### config.mk
export PLATFORM = sky130hd
export DESIGN_NAME = hazard_scoreboard
export DESIGN_NICKNAME = d
export VERILOG_FILES = /design/src/rtl/hazard_scoreboard.sv
export SDC_FILE = /design/constraint.sdc
export NUM_CORES = 1
export LEC_CHECK = 0
export CAP_MARGIN = 20
export CORE_AREA = 2 2 68 70
export DETAILED_ROUTE_END_ITERATION = 12
export DIE_AREA = 0 0 70 72
export HOLD_SLACK_MARGIN = 0.1
export MAX_ROUTING_LAYER = met4
export PLACE_DENSITY = 0.85
export RECOVER_POWER = 100
export SLEW_MARGIN = 20
export SYNTH_ARGS = -nofsm -noshare
export SYNTH_HDL_FRONTEND = slang
export SYNTH_SLANG_ARGS = --single-unit
### constraint.sdc
create_clock -name clk -period 5.45 [get_ports clk]
set_input_delay 1.09 -clock clk [delete_from_list [all_inputs] [get_ports clk]]
set_output_delay 1.09 -clock clk [all_outputs]
set_load 0.01 [all_outputs]
### src/rtl/hazard_scoreboard.sv
// Decode-stage hazard detector: tracks in-flight destination registers in a
// DEPTH-stage shift scoreboard and raises a registered stall on RAW dependencies.
module hazard_scoreboard #(
  parameter int REG_W  = 5,
  parameter int DEPTH  = 3,
  parameter int FWD_EN = 0,
  parameter int CNT_W  = 16
) (
  input  logic             clk,
  input  logic             reset,
  input  logic [31:0]      instr_in,
  input  logic             valid_in,
  input  logic             flush_in,
  output logic             stall_out,
  output logic [REG_W-1:0] hazard_reg_out,
  output logic [CNT_W-1:0] stall_count_out
);

  logic [REG_W-1:0] stage_dest [DEPTH];
  logic [DEPTH-1:0] stage_ld;

  logic [5:0]       op;
  logic [REG_W-1:0] rs, rt, rd;
  logic             rd_rs, rd_rt, wr_en, is_ld;
  logic [REG_W-1:0] wr_dst;
  logic             rs_hit, rt_hit, tracked, stall_nxt;
  logic [REG_W-1:0] haz_nxt;
  logic             unused_instr;

  assign op = instr_in[31:26];
  assign rs = instr_in[21 +: REG_W];
  assign rt = instr_in[16 +: REG_W];
  assign rd = instr_in[11 +: REG_W];
  assign unused_instr = ^instr_in;

  always_comb begin
    rd_rs  = 1'b0;
    rd_rt  = 1'b0;
    wr_en  = 1'b0;
    is_ld  = 1'b0;
    wr_dst = '0;
    casez (op)
      6'b001???: begin rd_rs = 1'b1; wr_en = 1'b1; wr_dst = rt; end
      6'b100???: begin rd_rs = 1'b1; wr_en = 1'b1; wr_dst = rt; is_ld = 1'b1; end
      6'b00011?, 6'b000001: rd_rs = 1'b1;
      6'b1010??, 6'b00010?: begin rd_rs = 1'b1; rd_rt = 1'b1; end
      6'b000000: begin rd_rs = 1'b1; rd_rt = 1'b1; wr_en = 1'b1; wr_dst = rd; end
      6'b000011: begin wr_en = 1'b1; wr_dst = '1; end
      default: ;
    endcase
  end

  // With forwarding only a load still sitting in stage 0 can't be bypassed.
  always_comb begin
    rs_hit  = 1'b0;
    rt_hit  = 1'b0;
    tracked = 1'b0;
    for (int k = 0; k < DEPTH; k++) begin
      if (FWD_EN == 0)
        tracked = (stage_dest[k] != '0);
      else
        tracked = (k == 0) && stage_ld[k] && (stage_dest[k] != '0);
      if (tracked && rd_rs && (rs != '0) && (rs == stage_dest[k])) rs_hit = 1'b1;
      if (tracked && rd_rt && (rt != '0) && (rt == stage_dest[k])) rt_hit = 1'b1;
    end
    stall_nxt = valid_in && (rs_hit || rt_hit);
    haz_nxt   = '0;
    if (stall_nxt) haz_nxt = rs_hit ? rs : rt;
  end

  always_ff @(posedge clk) begin
    if (reset) begin
      for (int k = 0; k < DEPTH; k++) stage_dest[k] <= '0;
      stage_ld        <= '0;
      stall_out       <= 1'b0;
      hazard_reg_out  <= '0;
      stall_count_out <= '0;
    end else begin
      if (stall_out && (stall_count_out != '1))
        stall_count_out <= stall_count_out + CNT_W'(1);
      if (flush_in) begin
        for (int k = 0; k < DEPTH; k++) stage_dest[k] <= '0;
        stage_ld       <= '0;
        stall_out      <= 1'b0;
        hazard_reg_out <= '0;
      end else begin
        for (int k = DEPTH - 1; k > 0; k--) begin
          stage_dest[k] <= stage_dest[k-1];
          stage_ld[k]   <= stage_ld[k-1];
        end
        if (!stall_nxt && valid_in && wr_en) begin
          stage_dest[0] <= wr_dst;
          stage_ld[0]   <= is_ld;
        end else begin
          stage_dest[0] <= '0;
          stage_ld[0]   <= 1'b0;
        end
        stall_out      <= stall_nxt;
        hazard_reg_out <= haz_nxt;
      end
    end
  end

endmodule
Word level (Yosys, flattened, before mapping):

Memories as Yosys holds them, arrays and structs flattened.
Cells that the tools add are included.

* memories: 1
* bits in writable memories: 15
* bits of input ports: 36
* output and inout port bits: 22
* word-level logic and storage cells: 97
* bits in registers: 22

Memory list
* stage_dest: words 3, bits a word 5, rd ports 3, clocked after Yosys merged registers in 0, wr ports 3, line 19 `logic [REG_W-1:0] stage_dest [DEPTH];`

* mux-type cells: 34
* add/subtract/negate cells: 1
* bitwise logic cells: 8
* eq/ne operators: 14
* reductions and logical operators: 36

Operators by type and width (count)
* 2-to-1 mux 5 bit: 8
* == test 5 bit: 6
* 2-to-1 mux 1 bit: 25
* nonzero test 5 bit: 5
* logical AND 1 bit: 22
* adder 16 x 1 -> 16 bit, second input constant: 1
* != test 16 bit, second input constant: 1
* case mux 5 bit (3 select lines): 1
* == test 5 x 2 -> 1 bit, second input constant: 2
* bitwise OR 1 bit: 7
* OR reduction 7 bit: 1
* == test 6 x 1 -> 1 bit, second input constant: 1
* == test 6 x 2 -> 1 bit, second input constant: 1
* logical NOT 6 bit: 1
* OR reduction 3 bit: 2
* == test 4 bit, second input constant: 1
* OR reduction 2 bit: 2
* OR reduction 4 bit: 1
* == test 3 x 1 -> 1 bit, second input constant: 1
* == test 3 bit, second input constant: 1
* logical NOT 1 bit: 1
* logical OR 1 bit: 1
* inverter 1 bit: 1

Longest topological paths before layout:

Gate-level depths: netlist (run 1).

* word-level depth: 20
* gate-level depth with buffers: 7

Least setup slack after synthesis (run 1):

Ideal clock, no wire load.

* kind: input to register
* from: input port instr_in[31]
* to: memory stage_dest[0][0], data pin
* arrival: 2.303 ns
* stages on the path: 4
* data required time: 5.184 ns
* setup slack: 2.881 ns
* buffers on the path: 0
* cell sequence: or4_1 a221oi_1 o31a_2 nor4b_2

RTL lines
* start: declaration: line 11 `input logic [31:0] instr_in,`
* end: declaration: line 19

==> impl_metrics.ini, run 1 <==
[clock_network]
clockRootBuffer = clkbuf_8
cts_resized = 0
clkTransAtPathRegs_ns = 0.08
cts.path.max_buffers = 2
htree_levels = 2
cts_tree = yes
post_cts_buffers = 0
holdBufCountCts = 0
clock-sinks = 37
cts_buffers = 5
clock_latency_ns = 0.29

[worst_setup_path]
critPathKind = in2reg
path_max_fanout = 11
slowest_stage = dlygate4sd3_1
crit_chain = dlygate4sd3_1, xnor2_1, nand3_1, nor4_1, o31a_1, nor4b_1
cpPeakStageDelay_ns = 0.74
arrival_ns = 3.42
required_ns = 5.47
endpoint_kind = register
start_kind = input port

[yosys]
synth_area_leader_cell = edfxtp_1
synth_commonest_cells = dfxtp_1 (22), xnor2_1 (21), edfxtp_1 (15)
netlist_area_um2 = 2240
synth_cell_type_count = 49
synth_top_area_share_pct = 20.1
synth-seq-cells = 37
yosys.cell_count.top_type = dfxtp_1
ys_warn_count = 0
ys_async_sr_fraction_pct = 0
synth.avg_cell_area_um2 = 9.81
synth_area_leaders = edfxtp_1 (20%), dfxtp_1 (20%), xnor2_1 (8.2%)
synthFlopType = dfxtp_1
synth_edf_count = 15
postSynthCellCount = 228
yosysSeqAreaShare_pct = 39.8

[finish]
stdcell_count = 336
nets = 320
utilization_pct = 65.6
drive_gt1_share_pct = 5.28
finalInstanceArea_um2 = 2800
area_growth_pct = 25.0
fillCellCount = 354
diodes = 0

[flow_run]
maxCapViolCount = 0

[global_route]
track_usage_pct = 22.1
grt_pass1_wl_um = 8650
grt_overflow_total = 0
grt_pass1_vias = 1898
antenna_found_initial = 0
grt_max_degree = 18

[timing]
hold_viol_final = 0
fin_crit_ns = 3.40
slew_headroom_pct = 42.7
final.setup.tns_ns = 0
max_slew.worst_pin.slew_ns = 0.857
setup-violations-final = 0
period_share_pct = 62.4
setup_slack_ns = 2.05
rsz0062_at_grt = no
timing.fmax_mhz = 294
fin_worst_skew_ns = 0.00800
maxSlewViolCount = 0

[place]
placed_area_um2 = 2740
gp_congestion = 0.887
io_buffers = 46
pre_cts_ws_ns = 1.80
place_inst = 328
hpwl_um = 3820

[floorplanning]
die_x_um = 70
row_count = 24
io_pins = 58
start_util_pct = 52.4
core_area_um2 = 4260
fp.dieH_um = 72
die_area_um2 = 5040

[drt]
vias = 1975
wl_per_cell_um = 15.0
postRouteAntennaNets = 0
via_per_inst = 5.88
first_pass_iters = 4
routed_wl_um = 5050
first_iter_violations = 123
drc_errors = 0

[power_and_ir_drop]
leakagePower_nw = 1.02
peakVddDrop_uv = 129
power.density_nw_per_um2 = 199

[hold_path]
hp-class = reg2reg

[run_status]
status = finished, final reports clean
-- cells by family (layout without fill, tap and decap cells) --
| kind of cell | Yosys count | after routing | synth area share (%) |
|---|---|---|---|
| AOI/OAI and AO/OA | 50 | 50 | 15.4 |
| xor gates and xnor gates | 34 | 34 | 13.3 |
| adders and majority gates | 1 | 1 | 0.560 |
| buffers and inverters | 19 | 61 | 4.42 |
| DFF | 37 | 37 | 39.8 |
| muxes | 2 | 2 | 0.895 |
| other | 1 | 15 | 0.168 |
| and+or+nand+nor | 84 | 84 | 25.4 |
-- critical path, delay by kind of cell --
kind,cells,cell delay [ns]
xor gates and xnor gates,1,0.17
and+or+nand+nor,3,0.92
AOI/OAI and AO/OA,1,0.50
buffers and inverters,1,0.74
-- layout make-up --
| type | instances | area (µm²) | area share [%] |
|---|---|---|---|
| Multi-Input combinational cell | 186 | 1270 | 45.3 |
| Sequential cell | 37 | 891 | 31.9 |
| Clock inverter | 3 | 16.3 | 0.582 |
| Timing Repair Buffer | 46 | 460 | 16.5 |
| Clock buffer | 5 | 68.8 | 2.46 |
| Tap cell | 52 | 65.1 | 2.33 |
| Inverter | 7 | 26.3 | 0.940 |
-- per-stage QoR --
step | hold slack, ns | power (mW)
3_3_place_gp | 0.477 | 0.373
3_5_place_dp | 0.487 | 0.375
2_1_floorplan | 0.504 | 0.346
4_1_cts | 0.497 | 0.558
6_report | 0.489 | 0.556
5_1_grt | 0.509 | 0.579
-- report_power, final --
group | switching (mW) | total, mW | internal [mW]
Sequential | 0.00629 | 0.299 | 0.293
Combinational | 0.0351 | 0.0697 | 0.0346
Clock | 0.0987 | 0.187 | 0.0886
-- metal layers --
metal	vias to the layer above	part of all wire, %	GRT usage [%]
met1	916	44	27.0
met2	79	48	36.8
met3	11	6.5	4.44
met5	-	0	-
li1	969	-	-
met4	0	1.8	7.69
-- layout by cell type (no fill, tap or decap), types with 2 or more instances in the layout --
cell             instances
a31oi_1                  3
o311ai_0                 5
a21oi_1                 11
or3_1                    4
or4_1                    9
o21ai_0                  8
xnor2_1                 21
clkbuf_8                 5
edfxtp_1                15
dfxtp_1                 22
nor4_1                   7
nand2_1                  7
and2_0                   8
inv_1                    7
nand4_1                  2
conb_1                  15
nor2_1                   8
clkdlybuf4s50_1         22
clkinv_2                 2
xor2_1                  13
nor4b_1                  5
nor3_1                   2
nand3_1                  9
dlygate4sd3_1           24
and3_1                   7
mux2i_1                  2
a221oi_1                 6
o31ai_1                  9
o31a_1                   2
and4_1                   3
and2_1                   2
-- final timing paths --
check | cells after the start | to | from | slack, ns
min reg2reg | 2 | stall_count_out[9]$_SDFFE_PP0P_ | stall_count_out[9]$_SDFFE_PP0P_ | 0.49
max | 6 | stage_dest[0][4]$_SDFFCE_PP0P_ | instr_in[25] | 2.05
max reg2reg | 5 | stage_dest[0][4]$_SDFFCE_PP0P_ | stage_dest[0][4]$_SDFFCE_PP0P_ | 3.10
min | 2 | stall_count_out[9]$_SDFFE_PP0P_ | stall_count_out[9]$_SDFFE_PP0P_ | 0.49
-- registers in the layout, summed over array words and instances, names as in the netlist --
signal,count
hazard_reg_out,5
stall_count_out,16
stage_dest,15
stall_out,1
Note: power is estimated with default switching activity, not from simulation.
==> run 2: changes to the inputs <==
--- a/config.mk
+++ b/config.mk
@@ -6,12 +6,12 @@
 export NUM_CORES = 1
 export LEC_CHECK = 0
 export CAP_MARGIN = 20
-export CORE_AREA = 2 2 68 70
+export CORE_AREA = 2 2 71 73
 export DETAILED_ROUTE_END_ITERATION = 12
-export DIE_AREA = 0 0 70 72
+export DIE_AREA = 0 0 73 75
 export HOLD_SLACK_MARGIN = 0.1
 export MAX_ROUTING_LAYER = met4
-export PLACE_DENSITY = 0.85
+export PLACE_DENSITY = 0.78
 export RECOVER_POWER = 100
 export SLEW_MARGIN = 20
 export SYNTH_ARGS = -nofsm -noshare
==> constraint.sdc (replaced) <==
create_clock -name clk -period 3.55 [get_ports clk]
set_input_delay 0.71 -clock clk [delete_from_list [all_inputs] [get_ports clk]]
set_output_delay 0.71 -clock clk [all_outputs]
set_load 0.01 [all_outputs]
==> impl_metrics.ini, run 2 (same netlist as run 1, synthesis figures left out) <==
[worst_setup_path]
cpPeakStageDelay_ns = 0.70
slowest_stage = dlygate4sd3_1
start_kind = input port
endpoint_kind = register
arrival_ns = 2.87
path_buf_inv = 1
crit_chain = dlygate4sd3_1, xnor2_1, nand3_1, nor4_1, o31a_1, nor4b_1
cpLargestDelayFamily = simple AND/OR/NAND/NOR gates
path_max_fanout = 11
critPathKind = in2reg
required_ns = 3.57

[place]
hpwl_um = 3680
io_buffers = 46
place_inst = 332
gp_congestion = 0.853
placed_area_um2 = 2760

[clock_network]
holdBufCountCts = 0
htree_levels = 2
cts.path.max_buffers = 2
cts_buffers = 5
clock-sinks = 37
cts_tree = yes
clockRootBuffer = clkbuf_8
post_cts_buffers = 0
clkTransAtPathRegs_ns = 0.08
cts_resized = 0
clock_latency_ns = 0.29

[power_and_ir_drop]
peakVddDrop_uv = 259
power.density_nw_per_um2 = 305
leakagePower_nw = 1.02

[floorplanning]
io_pins = 58
core_area_um2 = 4660
die_area_um2 = 5480
start_util_pct = 48.0
row_count = 25
die_x_um = 73
fp.dieH_um = 75

[timing]
final.setup.tns_ns = 0
setup-violations-final = 0
timing.fmax_mhz = 351
max_slew.worst_pin.slew_ns = 0.875
rsz0062_at_grt = no
maxSlewViolCount = 0
slew_headroom_pct = 41.0
hold_viol_final = 0
fin_worst_skew_ns = 0.0118
fin_crit_ns = 2.85
period_share_pct = 80.3

[finish]
reg.largest.list = stall_count_out: 16 flops, stage_dest: 15 flops, hazard_reg_out: 5 flops
area_growth_pct = 25.5
diodes = 0
largest_register_ffs = 16
utilization_pct = 60.2
nets = 322
finalInstanceArea_um2 = 2810
stdcell_count = 340
final_common_cell = dlygate4sd3_1
fillCellCount = 428
layout_common_cells = dlygate4sd3_1 (24), dfxtp_1 (22), clkdlybuf4s50_1 (22), xnor2_1 (21)
drive_gt1_share_pct = 4.55
largest_register = stall_count_out

[drt]
first_pass_iters = 4
wl_per_cell_um = 14.6
routed_wl_um = 4970
drc_errors = 0
postRouteAntennaNets = 0
first_iter_violations = 68
vias = 1955
via_per_inst = 5.75

[global_route]
track_usage_pct = 19.8
antenna_found_initial = 0
grt_pass1_vias = 1774
grt_overflow_total = 0
grt_pass1_wl_um = 8140
grt_max_degree = 18

[flow_run]
maxCapViolCount = 0

[hold_path]
hp-class = reg2reg

[run_status]
status = finished, final reports clean
## run 2: area by class of cell
cell class | count | area [µm²] | area share, %
multi-input combinational | 186 | 1270 | 45.2
sequential | 37 | 891 | 31.8
timing repair buffer | 48 | 468 | 16.7
clock buffer | 7 | 76.3 | 2.72
tap | 54 | 67.6 | 2.41
inverter | 7 | 26.3 | 0.937
clock inverter | 1 | 8.76 | 0.312
## run 2: worst paths after layout
kind / from / to / slack (ns) / depth (start not counted)
hold / removal: stall_count_out[9]$_SDFFE_PP0P_ / stall_count_out[9]$_SDFFE_PP0P_ / 0.51 / 2
setup reg to reg: stage_dest[0][6]$_SDFFCE_PN0P_ / stage_dest[0][2]$_SDFFCE_PP0P_ / 1.28 / 5
setup / recovery: instr_in[24] / stage_dest[0][2]$_SDFFCE_PP0P_ / 0.70 / 6
hold reg to reg: stall_count_out[9]$_SDFFE_PP0P_ / stall_count_out[9]$_SDFFE_PP0P_ / 0.51 / 2
## run 2: metrics by stage
| step | power, mW | hold slack (ns) | worst slack (ns) |
|---|---|---|---|
| floorplan | 0.531 | 0.504 | 1.36 |
| global placement | 0.575 | 0.482 | 0.473 |
| global route | 0.897 | 0.533 | 0.588 |
| detailed placement | 0.576 | 0.497 | 0.408 |
| CTS | 0.866 | 0.510 | 0.713 |
| finish | 0.856 | 0.507 | 0.698 |
## run 2: report_power, final
part           internal, mW  leakage, nW  switching [mW]  total, mW
Sequential            0.450        0.333         0.00978      0.459
Clock                 0.140       0.0424           0.151      0.291
Combinational        0.0536        0.646          0.0514      0.105
Total                 0.644         1.02           0.212      0.856
## run 2: routing by layer
layer / routed length, µm / global-route usage, % / part of all wire, % / vias up
met5: 0 / - / 0 / -
met4: 89 / 6.38 / 1.8 / 0
met3: 254 / 4.42 / 5.1 / 11
met2: 2410 / 33.7 / 48 / 43
met1: 2210 / 23.3 / 45 / 930
li1: - / - / - / 971
## run 2: tightest hold or removal path, cell delays in order (launching register included)
cell	delay (ns)
dfxtp_1	0.34
o31ai_1	0.07
a21oi_1	0.06
